### config.mk
export PLATFORM = sky130hd
export DESIGN_NAME = pipeline_ctrl
export DESIGN_NICKNAME = d
export VERILOG_FILES = /design/src/rtl/pipeline_ctrl.sv
export SDC_FILE = /design/constraint.sdc
export NUM_CORES = 1
export LEC_CHECK = 0
export BUFFER_PORTS_ARGS = -buffer_cell sky130_fd_sc_hd__buf_4
export CAP_MARGIN = 20
export CORE_ASPECT_RATIO = 0.9
export CORE_MARGIN = 2
export CORE_UTILIZATION = 46
export DETAILED_ROUTE_END_ITERATION = 7
export MAX_ROUTING_LAYER = met4
export PLACE_DENSITY = 0.73
export SLEW_MARGIN = 20
export SYNTH_ARGS = -nofsm -noshare
export SYNTH_HDL_FRONTEND = slang
export SYNTH_SLANG_ARGS = --single-unit
### constraint.sdc
create_clock -name clk -period 4.2 [get_ports clk]
set_clock_uncertainty 0.2 [all_clocks]
set_input_delay 1.26 -clock clk [delete_from_list [all_inputs] [get_ports clk]]
set_output_delay 1.26 -clock clk [all_outputs]
set_load 0.01 [all_outputs]
### src/rtl/pipeline_ctrl.sv
// Pipeline sequencer: decides per-cycle load enables and merge selects for the
// four inter-stage buffers and the PC. It also tracks memory responses that
// arrive during a multi-cycle freeze, and keeps saturating stall/flush counters.

package buffer_load_mux;
    typedef enum logic [2:0] {
        use_old,
        load_invalid,
        load_ifid,
        load_idex,
        load_exmem,
        load_memwb
    } buffer_sel_t;
endpackage

module pipeline_ctrl
    import buffer_load_mux::*;
#(
    parameter int unsigned CNT_W = 32
) (
    input  logic             clk,
    input  logic             rst,
    input  logic             imem_resp,
    input  logic             dmem_resp,
    input  logic             exmem_mem_req,
    input  logic             idex_valid,
    input  logic             idex_is_load,
    input  logic [4:0]       idex_rd,
    input  logic             ifid_valid,
    input  logic [4:0]       ifid_rs1,
    input  logic [4:0]       ifid_rs2,
    input  logic             ifid_uses_rs1,
    input  logic             ifid_uses_rs2,
    input  logic             ex_mispredict,
    output logic             imem_read,
    output logic             dmem_req,
    output logic             pc_load,
    output logic             ifid_load,
    output logic             idex_load,
    output logic             exmem_load,
    output logic             memwb_load,
    output buffer_sel_t      ifid_sel,
    output buffer_sel_t      idex_sel,
    output buffer_sel_t      exmem_sel,
    output buffer_sel_t      memwb_sel,
    output logic [CNT_W-1:0] stall_count,
    output logic [CNT_W-1:0] flush_count
);

    logic imem_done;
    logic dmem_done;
    logic i_ok;
    logic d_ok;
    logic advance;
    logic load_use;
    logic do_flush;
    logic do_bubble;

    // Request gating and the global advance decision
    always_comb begin
        imem_read = !rst && !imem_done;
        dmem_req  = !rst && exmem_mem_req && !dmem_done;
        i_ok      = imem_done || imem_resp;
        d_ok      = !exmem_mem_req || dmem_done || dmem_resp;
        advance   = i_ok && d_ok;
        load_use  = idex_valid && idex_is_load && (idex_rd != 5'd0) && ifid_valid &&
                    ((ifid_uses_rs1 && (ifid_rs1 == idex_rd)) ||
                     (ifid_uses_rs2 && (ifid_rs2 == idex_rd)));
        do_flush  = !rst && advance && ex_mispredict;
        do_bubble = !rst && advance && !ex_mispredict && load_use;
    end

    // Per-buffer load/select decision; reset and freeze share the hold default
    always_comb begin
        pc_load    = 1'b0;
        ifid_load  = 1'b0;
        idex_load  = 1'b0;
        exmem_load = 1'b0;
        memwb_load = 1'b0;
        ifid_sel   = use_old;
        idex_sel   = use_old;
        exmem_sel  = use_old;
        memwb_sel  = use_old;
        if (!rst && advance) begin
            exmem_load = 1'b1;
            memwb_load = 1'b1;
            exmem_sel  = load_exmem;
            memwb_sel  = load_memwb;
            idex_load  = 1'b1;
            if (ex_mispredict) begin
                pc_load   = 1'b1;
                ifid_load = 1'b1;
                ifid_sel  = load_invalid;
                idex_sel  = load_invalid;
            end else if (load_use) begin
                idex_sel  = load_invalid;
            end else begin
                pc_load   = 1'b1;
                ifid_load = 1'b1;
                ifid_sel  = load_ifid;
                idex_sel  = load_idex;
            end
        end
    end

    // Remember which memory side already answered while frozen
    always_ff @(posedge clk) begin
        if (rst) begin
            imem_done <= 1'b0;
            dmem_done <= 1'b0;
        end else if (advance) begin
            imem_done <= 1'b0;
            dmem_done <= 1'b0;
        end else begin
            if (imem_resp) imem_done <= 1'b1;
            if (dmem_resp) dmem_done <= 1'b1;
        end
    end

    // Saturating performance counters
    always_ff @(posedge clk) begin
        if (rst) begin
            stall_count <= '0;
            flush_count <= '0;
        end else begin
            if ((!advance || do_bubble) && (stall_count != '1))
                stall_count <= stall_count + CNT_W'(1);
            if (do_flush && (flush_count != '1))
                flush_count <= flush_count + CNT_W'(1);
        end
    end

endmodule

==> impl_results.rst <==
.. list-table::
   :header-rows: 1

   * - Metric
     - Value
   * - Status
     - finished clean
   * - Final-report max-slew violation count
     - 0
   * - Peak supply drop
     - 0.188 mV
   * - Fraction of synthesized area in multiplexers
     - 0.968%
   * - Count of flip-flops with a built-in enable after synthesis
     - 0
   * - Combinational share of power
     - under 10%
   * - Initial core utilization
     - 47.5%
   * - Number of rows in the core area
     - 29
   * - Hold path depth
     - 1
   * - Reported leakage power
     - 1.72 nW
   * - Worst reg2reg startpoint
     - stall_count[0]
   * - Critical path capture point type
     - primary output
   * - I/O pins
     - about 110
   * - Antenna diode instance count
     - 0
   * - Area of the core
     - 7080 µm²
   * - Synth Register Bits
     - 66
   * - Critical-path maximum fanout
     - 3
   * - Buffer levels on the longest clock path
     - 2
   * - Total GRT Usage
     - about a fifth
   * - Routed vias
     - 3116
   * - Remaining max-slew budget at the tightest pin
     - 38.0%
   * - Number of H-tree branching levels
     - 3
   * - Number of remaining DRC errors
     - 0
   * - Number of nets in the layout
     - 526
   * - Remaining number of nets flagged by the antenna check after routing
     - 0
   * - CP Launch Point
     - idex_rd[3]
   * - Final setup violation count
     - 0
   * - Most frequent standard cell in the layout excluding fill and tap cells
     - sky130_fd_sc_hd__buf_4
   * - Hold Path Sink
     - dmem_done
   * - Post-Synth Simple-Gate Area
     - 33.0%
   * - CTS root buf
     - sky130_fd_sc_hd__clkbuf_8
   * - Routed wirelength normalized by instance count
     - 13.3 µm
   * - Final Total Pwr
     - about 0.0013 W
   * - NetSw
     - 0.000293 W
   * - Cts bufs inserted
     - 9
   * - Combinational family with the most area after synthesis
     - simple AND/OR/NAND/NOR gates
   * - Top post-synthesis cells by area
     - sky130_fd_sc_hd__dfxtp_1 (39%), sky130_fd_sc_hd__xnor2_1 (11%), sky130_fd_sc_hd__nor2_1 (7.3%), sky130_fd_sc_hd__xor2_1 (4.7%), sky130_fd_sc_hd__nand4_1 (4.3%)
   * - RSZ-0062 raised after global routing
     - no
   * - Floorplan die height
     - approximately 85 µm
   * - Power per standard cell area
     - 293 nW/µm²
   * - Switching Fraction
     - 23.0%
   * - Sort of element at the start of the critical path
     - primary input
   * - Crit Path Category
     - in -> out
   * - Number of buffers inserted to repair setup after CTS
     - 0
   * - Insertion delay of the later-clocked pin in the worst-skew pair
     - 340 ps
   * - Congestion Overflow GR
     - 0
   * - Vias in the first global route
     - roughly 2800
   * - Hold Path Origin
     - imem_done
   * - Register-to-Register Path Depth
     - 8
   * - Detailed-routing iteration count for the pre-antenna-repair pass
     - 4
   * - Proportion of netlist area held by the largest area contributor
     - between 30% and 40%
   * - Worst EP arrival
     - around 2300 ps
   * - Chip width
     - about 94 µm
   * - Final RePlAce weighted congestion
     - between 0.8 and 0.9
   * - Primary FF master, synth
     - sky130_fd_sc_hd__dfxtp_1
   * - Sequential share of power
     - between 40% and 50%
   * - Adder-cell share of the synthesized area
     - 0.745%
   * - Number of placed cells counting well taps
     - 580
   * - Maximum operating frequency
     - 0.264 GHz
   * - TritonCTS clock tree
     - done
   * - Maximum capacitance violations
     - 0
   * - Num Clock Sinks
     - 66
   * - Count of distinct cell types in the synthesized netlist
     - 46
   * - HPWL after DPL
     - 5730 µm
   * - Period utilization
     - about 90%
   * - Reg clk slew, reported paths
     - 70 ps
   * - Share of the synthesized area in compound gates (AO/OA/AOI/OAI)
     - 4.88%
   * - Worst Hold Class
     - reg -> reg
   * - Data required time at the worst endpoint
     - 2740 ps
   * - Number of antenna violations at the first check in global routing
     - 0
   * - Internal cell power
     - 0.000981 W
   * - Portion of the post-synthesis area used by sequential elements
     - 39.3%
   * - Layout area overhead
     - 29.4%
   * - Critical R2R Capture
     - stall_count[22]
   * - Post-detailed-routing wire length
     - 7930 µm
   * - Die area
     - approximately 8000 µm²
   * - Warning count from the yosys run
     - 0
   * - Part of the total power dissipated in the clock network
     - 42.3%
   * - Fraction of layout cells with a size suffix above 1
     - 27.2%
   * - Detailed Route Iter0 Violations
     - 111
   * - Slew at the pin with the worst max-slew slack
     - 921 ps
   * - IO buf count
     - 103
   * - Setup slack on the worst flop-to-flop path
     - around 1300 ps
   * - Most frequent cells in the layout
     - sky130_fd_sc_hd__buf_4 (107), sky130_fd_sc_hd__dfxtp_1 (66), sky130_fd_sc_hd__nor2_1 (65), sky130_fd_sc_hd__xnor2_1 (42), sky130_fd_sc_hd__nand2_1 (27)
   * - Maximum number of pins on one net before global-route repair
     - 69
   * - Clock period minus final worst setup slack
     - 3790 ps
   * - Synth Cell Area
     - roughly 3400 µm²
   * - Final Hold Vio Count
     - 0
   * - Number of fill cells
     - 640
   * - Cts repair resizes
     - 0
   * - Parity-gate share of the synthesized area counting xor and xnor cells
     - around 16%
   * - Proportion of synthesized flip-flops having asynchronous set or reset
     - 0%
   * - Total Neg Setup Slack
     - 0 ps
   * - Final standard cell count with taps included and fillers excluded
     - 596
   * - DR vias/cell
     - 5.23
   * - Global-route wire length before repair
     - 12900 µm
   * - Syn_area_per_cell
     - 8.34 µm²
   * - Cell type contributing the most total cell area after synthesis
     - sky130_fd_sc_hd__dfxtp_1
   * - Hold-fix buffers at CTS
     - 0
   * - Count of mapped cells out of synthesis
     - 403
-- registers in the layout, indices dropped and copies added (netlist names) --
| name | count |
|---|---|
| flush_count | 32 |
| stall_count | 32 |
| dmem_done | 1 |
| imem_done | 1 |
-- cell families after synthesis --
group                      Yosys count
buffers and inverters               33
DFF                                 66
and+or+nand+nor                    209
muxes                                3
xor gates and xnor gates            60
adders and majority gates            2
other                                1
AOI/OAI and AO/OA                   29
-- cells in the mapped netlist (2+ instances only) --
library cell	instances
sky130_fd_sc_hd__buf_4	14
sky130_fd_sc_hd__dfxtp_1	66
sky130_fd_sc_hd__ha_1	2
sky130_fd_sc_hd__nor4b_1	3
sky130_fd_sc_hd__and2_1	2
sky130_fd_sc_hd__nor3_1	21
sky130_fd_sc_hd__nor4_2	2
sky130_fd_sc_hd__nand4_1	23
sky130_fd_sc_hd__nand2b_1	2
sky130_fd_sc_hd__xnor2_1	42
sky130_fd_sc_hd__inv_1	5
sky130_fd_sc_hd__nor3_2	2
sky130_fd_sc_hd__nor4_1	7
sky130_fd_sc_hd__or3_1	9
sky130_fd_sc_hd__nor3b_1	6
sky130_fd_sc_hd__or2_1	2
sky130_fd_sc_hd__nor2b_1	2
sky130_fd_sc_hd__a21o_1	2
sky130_fd_sc_hd__and4_1	3
sky130_fd_sc_hd__and3_1	7
sky130_fd_sc_hd__nor2_1	65
sky130_fd_sc_hd__nand3_1	18
sky130_fd_sc_hd__buf_2	2
sky130_fd_sc_hd__o21ai_0	7
sky130_fd_sc_hd__a21oi_1	15
sky130_fd_sc_hd__nand2_1	27
sky130_fd_sc_hd__xor2_1	18
sky130_fd_sc_hd__clkbuf_1	11
-- critical path, cell delays in order --
cell	delay, ps
sky130_fd_sc_hd__buf_4	130
sky130_fd_sc_hd__xnor2_1	150
sky130_fd_sc_hd__nand4_1	120
sky130_fd_sc_hd__o22ai_1	270
sky130_fd_sc_hd__nand2_1	80
sky130_fd_sc_hd__nand2_1	90
sky130_fd_sc_hd__nand2_1	70
sky130_fd_sc_hd__buf_4	150
-- power by group through the flow --
stage	Clock, W	Combinational [W]	Sequential (W)
floorplan	0	0.0000594	0.000650
global placement	0	0.0000986	0.000650
detailed placement	0	0.000101	0.000650
CTS	0.000555	0.000101	0.000635
global route	0.000585	0.000110	0.000635
finish	0.000539	0.0000991	0.000636
-- routing by layer --
layer	up-vias	GRT usage, %	routed length (µm)
met1	1440	25.2	3560
met3	13	6.22	562
li1	1566	-	-
met5	-	-	0
met2	97	32.2	3680
met4	0	7.38	140
-- area by class of cell --
type,count,area (µm²),share of cell area [%]
clock buffer,11,151,3.48
clock inverter,5,52.6,1.21
inverter,6,22.5,0.518
multi-input combinational,308,1880,43.3
sequential,66,1320,30.4
tap,93,116,2.68
timing repair buffer,107,803,18.5
-- worst max path at each step --
| stage | end | slack (ps) | cells past startpoint |
|---|---|---|---|
| 5_1_grt | ifid_load | 240 | 8 |
| 2_1_floorplan | ifid_sel[1] | 350 | 6 |
| 3_3_place_gp | ifid_load | 420 | 8 |
| 6_report | ifid_load | 410 | 8 |
| 3_5_place_dp | ifid_load | 400 | 8 |
| 4_1_cts | ifid_load | 400 | 8 |
-- stage by stage --
stage	hold WS [ps]	worst slack, ps	instance area (µm²)	utilization, %
floorplan	223	353	3370	-
global placement	238	420	4140	58.6
detailed placement	255	400	4140	58.6
CTS	262	399	4350	61.5
global route	299	243	4350	61.5
finish	256	407	4350	61.5
(Power assumes the default switching activity.)
